## src/rtl/ram8_bank.sv

```systemverilog
// ram8_bank
//
// Eight-word by 16-bit register bank. This is the storage stage that feeds
// the 8-way 16-bit read multiplexer in the HACK memory hierarchy.
//
// A one-hot demux of `load` by `address` enables exactly one word register
// per cycle. All eight words are exported on `words` for the downstream
// read mux. `out` is the locally muxed word[address].
//
// The bank also provides:
//   - a synchronous bulk clear, and
//   - a sticky per-word written-status vector, used by the RAM64/RAM512
//     controllers above this bank.
//
// Ports:
//   clk          rising-edge clock for all state
//   rst_n        synchronous active-low reset
//   in           write data, stored bit-exact
//   address      word select for both write and read
//   load         write strobe; word[address] <= in at the next edge
//   clear        synchronous clear of all words and status; beats load
//   out          word[address], combinational, no read latency
//   words        all words concatenated, word 0 in bits [WIDTH-1:0]
//   written      bit k set once word k is loaded since last reset/clear
//   any_written  OR-reduction of written
//
// Edge priority: reset, then clear, then load, then hold.
// There is no write-through: during a write cycle, out still shows the
// old word. The new value appears after the edge.

module ram8_bank #(
    parameter int WIDTH = 16,
    parameter int DEPTH = 8
) (
    input  logic                   clk,
    input  logic                   rst_n,
    input  logic [WIDTH-1:0]       in,
    input  logic [2:0]             address,
    input  logic                   load,
    input  logic                   clear,
    output logic [WIDTH-1:0]       out,
    output logic [WIDTH*DEPTH-1:0] words,
    output logic [DEPTH-1:0]       written,
    output logic                   any_written
);

    // Word storage and sticky status.
    logic [WIDTH-1:0] word_q [DEPTH];
    logic [DEPTH-1:0] written_q;

    // One-hot register enables. At most one bit is set per cycle.
    logic [DEPTH-1:0] load_en;

    // 3-to-8 demux of the load strobe.
    always_comb begin
        load_en = '0;
        if (load) begin
            load_en[address] = 1'b1;
        end
    end

    // Storage update.
    // Reset and clear both zero everything; a load in the same cycle is
    // dropped. Writing 0 still marks the word as written, because status
    // tracks the strobe rather than the data.
    always_ff @(posedge clk) begin
        if (!rst_n) begin
            for (int k = 0; k < DEPTH; k++) begin
                word_q[k] <= '0;
            end
            written_q <= '0;
        end else if (clear) begin
            for (int k = 0; k < DEPTH; k++) begin
                word_q[k] <= '0;
            end
            written_q <= '0;
        end else begin
            for (int k = 0; k < DEPTH; k++) begin
                if (load_en[k]) begin
                    word_q[k]    <= in;
                    written_q[k] <= 1'b1;
                end
            end
        end
    end

    // Flatten the words for the downstream read mux.
    for (genvar g = 0; g < DEPTH; g++) begin : g_words
        assign words[g*WIDTH +: WIDTH] = word_q[g];
    end

    // 8-way read mux. Purely combinational, so out follows address
    // within the cycle.
    always_comb begin
        out = word_q[address];
    end

    assign written     = written_q;
    assign any_written = |written_q;

endmodule

```

## config.mk

```make
export PLATFORM = sky130hd
export DESIGN_NAME = ram8_bank
export DESIGN_NICKNAME = d
export VERILOG_FILES = /design/src/rtl/ram8_bank.sv
export SDC_FILE = /design/constraint.sdc
export NUM_CORES = 1
export LEC_CHECK = 0
export ABC_AREA = 1
export CORE_AREA = 2 2 159 122
export DETAILED_ROUTE_END_ITERATION = 8
export DIE_AREA = 0 0 161 124
export MAX_ROUTING_LAYER = met4
export PLACE_DENSITY = 0.73
export SETUP_SLACK_MARGIN = 0.05
export SYNTH_ARGS = -nofsm -noshare
export SYNTH_HDL_FRONTEND = slang
export SYNTH_SLANG_ARGS = --single-unit
```

## constraint.sdc

```tcl
create_clock -name clk -period 3.3 [get_ports clk]
set_input_delay 0.33 -clock clk [delete_from_list [all_inputs] [get_ports clk]]
set_output_delay 0.33 -clock clk [all_outputs]
set_load 0.02 [all_outputs]
```

**Word level (Yosys, flattened, before mapping)**

Memory sizes are Yosys's and may differ from the RTL's.
Cells that the tools add are included.

- Bits in registers: 8
- Latch bits: 0
- Bits in writable memories: 128
- Memory bits (read-only): 0
- Input bits: 23
- Output and inout bits: 153
- Memories kept: 1

- Add/subtract/negate cells: 0
- Multiply operators: 0
- Div/mod/pow operators: 0
- Order comparisons: 2
- Equal/unequal tests: 0
- Shift-type cells: 0
- Mux-type cells: 55
- Bitwise logic cells: 17
- Reduce and logical (&&, ||, !) cells: 3

Memories:

| name | depth | bits a word | rd ports | clocked after memory_dff | write ports | line | source |
|---|---|---|---|---|---|---|---|
| word_q | 8 | 16 | 9 | 0 | 8 | 48 | `logic [WIDTH-1:0] word_q [DEPTH];` |

Operators by type and width:

| operator | number |
|---|---|
| $mux 16 | 16 |
| $mux 1 | 37 |
| $or 1x1->1 | 16 |
| $mux 8 | 1 |
| $reduce_or 8->1 | 1 |
| $lt 3x4->1 const B | 1 |
| $demux 1 s3 | 1 |
| $ge 3x1->1 const B | 1 |
| $reduce_or 2->1 | 1 |
| $logic_and 1x1->1 | 1 |
| $not 1->1 | 1 |

**Logic depth before layout (Yosys ltp)**

- Word-level depth: 10
- Gate-level depth with buffers: 9
- Depth with buffers taken out: 7

**Least setup slack after synthesis**

Ideal clock, no wire load.

- Path kind: input-to-reg
- Start point: in address[1]
- End point: mem word_q[6][0] (enable)
- Arrival time: 2045 ps
- Data required time: 2889 ps
- Setup slack: 844 ps
- Cell stages on the path: 4
- Cell sequence: buf_2 > nand2_1 > buf_2 > o21ai_0

RTL lines:

| element | line | source |
|---|---|---|
| start, declared | 38 | `input logic [2:0] address,` |
| end, declared | 48 |  |

**Worst setup path in the final report**

- Start point: in address[2]
- End point: out out[13]

- Word-level cells in the longest chain between the ends: 1

Ends and longest elaborated chain:

| element | line | source |
|---|---|---|
| $mem_v2 8x16 | - |  |
| end, declared | 41 | `output logic [WIDTH-1:0] out,` |

No other way between the ends.

==> impl_metrics.ini <==
[critical_path]
worstSetupStartpoint = address[2]
crit_required_ns = 2.97
cp-end-kind = primary output
worstSetupPathType = in2out
regToRegStartpoint = word_q[0][12]
cp-start-kind = primary input
arrival_ns = 2.58
critPathMaxFanout = 16

[die]
pin_count = 176
rows = 43
core-area_um2 = 18290
start_util = 0.3453
die_w_um = 161
die_h_um = 124
die_area_um2 = 19960

[grt]
first_global_vias = 5350
grt_pass1_wl_um = 31960
use_met3 = 0.04762
gr-total-overflow = 0
top_usage_layer = met2
met1_usage = 0.2963
grt_use_total = 0.2242
gr-usage-met2 = 0.3458
antenna_found_initial = 0
grt_max_degree = 39

[timing]
rsz0062_at_grt = no
setup_violations = 0
drv_slew = 0
tns_ns = 0
fin_crit_ns = 2.907
period_share = 0.8808
worstMarginPinSlew_ns = 0.7221
relSlewSlack = 0.5157
skew_ns = 0
finalHoldViolCount = 0
max_freq_ghz = 0.3440

[routing]
post_drt_wl_per_cell_um = 18.60
via_count = 5590
drt-vias-per-instance = 4.886
drc = 0
ant_nets = 0
drt-total-wl_um = 21280
first_pass_iters = 5
first_iter_violations = 533

[power]
powerDensity_nw_per_um2 = 504.8
irDropWorstVdd_uv = 304.7
power.leakage_nw = 3.759
total_power_mw = 4.491

[synthesis]
syn_nets = 731
netlist_area_um2 = 6316
synth_cell_type_count = 24
synthCells = 708
synth_top_area_frac = 0.5325
yosysWarningCount = 0
ys_seq_area_frac = 0.6086
ys_seq_elements = 136
synth_top_area_cell = edfxtp_1
syn_avg_cell_area_um2 = 8.921
synthTopCellsByArea = edfxtp_1 53%, nand2_1 14%, nor2_1 8.6%, dfxtp_1 7.6%, inv_1 2.8%

[final_layout]
num-fill-cells = 1698
drive_gt1_frac = 0.07469
syn_to_final_growth_pct = 40.87
utilization = 0.4864
antenna_cells = 0
nets = 907

[place]
hpwlAfterDp_um = 15390
finalWeightedCongestion = 0.9021
port_buffers = 175

[cts]
clock_path_buffers = 2
cts_hold_buffers = 0
clock_latency_ns = 0.42
cts_tree = yes
cts_setup_buffers = 0
clkTransAtPathRegs_ns = 0.06
post_cts_resized = 0
htree_levels = 4
cts-root-buf = clkbuf_16
cts_buffers = 17
cts_sinks = 136

[outcome]
outcome = finished, final reports clean

[worst_hold_path]
hold_path.class = reg2reg
hold_start = written[3]

[job]
max-cap-violations = 0
## flip-flops by register name, summed over array words and instances, names as in the netlist
name     count
word_q     128
written      8
## power breakdown
group / total, mW / switching (mW) / internal, mW
registers: 2.00 / 0.0614 / 1.94
clock network: 1.82 / 0.780 / 1.04
logic: 0.666 / 0.403 / 0.262
total: 4.49 / 1.25 / 3.25
## final timing paths
check,endpoint,slack [ns],cells after the start
worst max register to register,word_q[0][12],2.58,2
worst max-delay path,out[13],0.39,8
worst min register to register,written[3],0.47,2
worst min-delay path,written[3],0.47,2
## critical path: stages
cell and delay [ns]:
clkdlybuf4s50_1 0.70, inv_2 0.10, nor2_4 0.42, o211ai_1 0.17
nand2_1 0.10, inv_1 0.04, nand2_1 0.09, clkdlybuf4s50_1 0.62
## cell usage after synthesis
cell and instances:
clkinv_1 1, o211ai_1 15, buf_6 2, buf_1 2, buf_2 23, buf_4 4, o21ai_0 15, edfxtp_1 112
inv_1 47, nand3_4 1, a21oi_1 16, nor2_4 3, inv_2 4, o21a_1 1, nor2_1 145, dfxtp_1 24
nand4_4 4, o21ai_1 5, clkbuf_1 7, nor4_1 2, nor2_2 1, nand3_1 32, nand2_1 239, nand2_2 3
## area by class of cell
cell class              instances  area (µm²)  share of cell area
inverters                      52       195.2             0.02194
clock inverters                13       122.6             0.01378
flip-flops and latches        136        3844              0.4320
well taps                     247       309.0             0.03473
multi-input cells             482        2085              0.2343
repair buffers                195        1909              0.2146
clock buffers                  19       432.9             0.04866
## layout by cell type, fill, tap and decap left out, types with 4 or more instances in the layout
cell type          n
nand2_1          239
clkdlybuf4s50_1  174
nor2_1           145
edfxtp_1         112
inv_1             47
nand3_1           32
dfxtp_1           24
buf_4             19
clkbuf_16         17
a21oi_1           16
o211ai_1          15
o21ai_0           10
o21ai_1            9
clkinvlp_4         6
inv_2              4
nor2_4             4
nand4_4            4
## per-stage QoR
step	setup WS, ns	cell area (µm²)	cells	hold WS, ns
after floorplan	0.8442	6316	708	0.4900
after global placement	0.4343	8342	1112	0.4611
after detailed placement	0.4164	8342	1112	0.4573
after CTS	0.3975	8897	1144	0.4757
after global routing	0.2628	8897	1144	0.4915
final	0.3933	8897	1144	0.4742
## layer usage
metal	up-vias	routed length (µm)
li1	2632	-
met1	2615	9096
met2	318	9811
met3	25	1982
met4	0	393
met5	-	0
## cell families (layout without fill, tap and decap cells)
logic type / Yosys count / count (layout) / synth area share
buf+inv: 90 / 279 / 0.06280
simple gates: 430 / 430 / 0.2811
compound gates: 52 / 52 / 0.04754
flops: 136 / 136 / 0.6086
(Power assumes the default switching activity.)
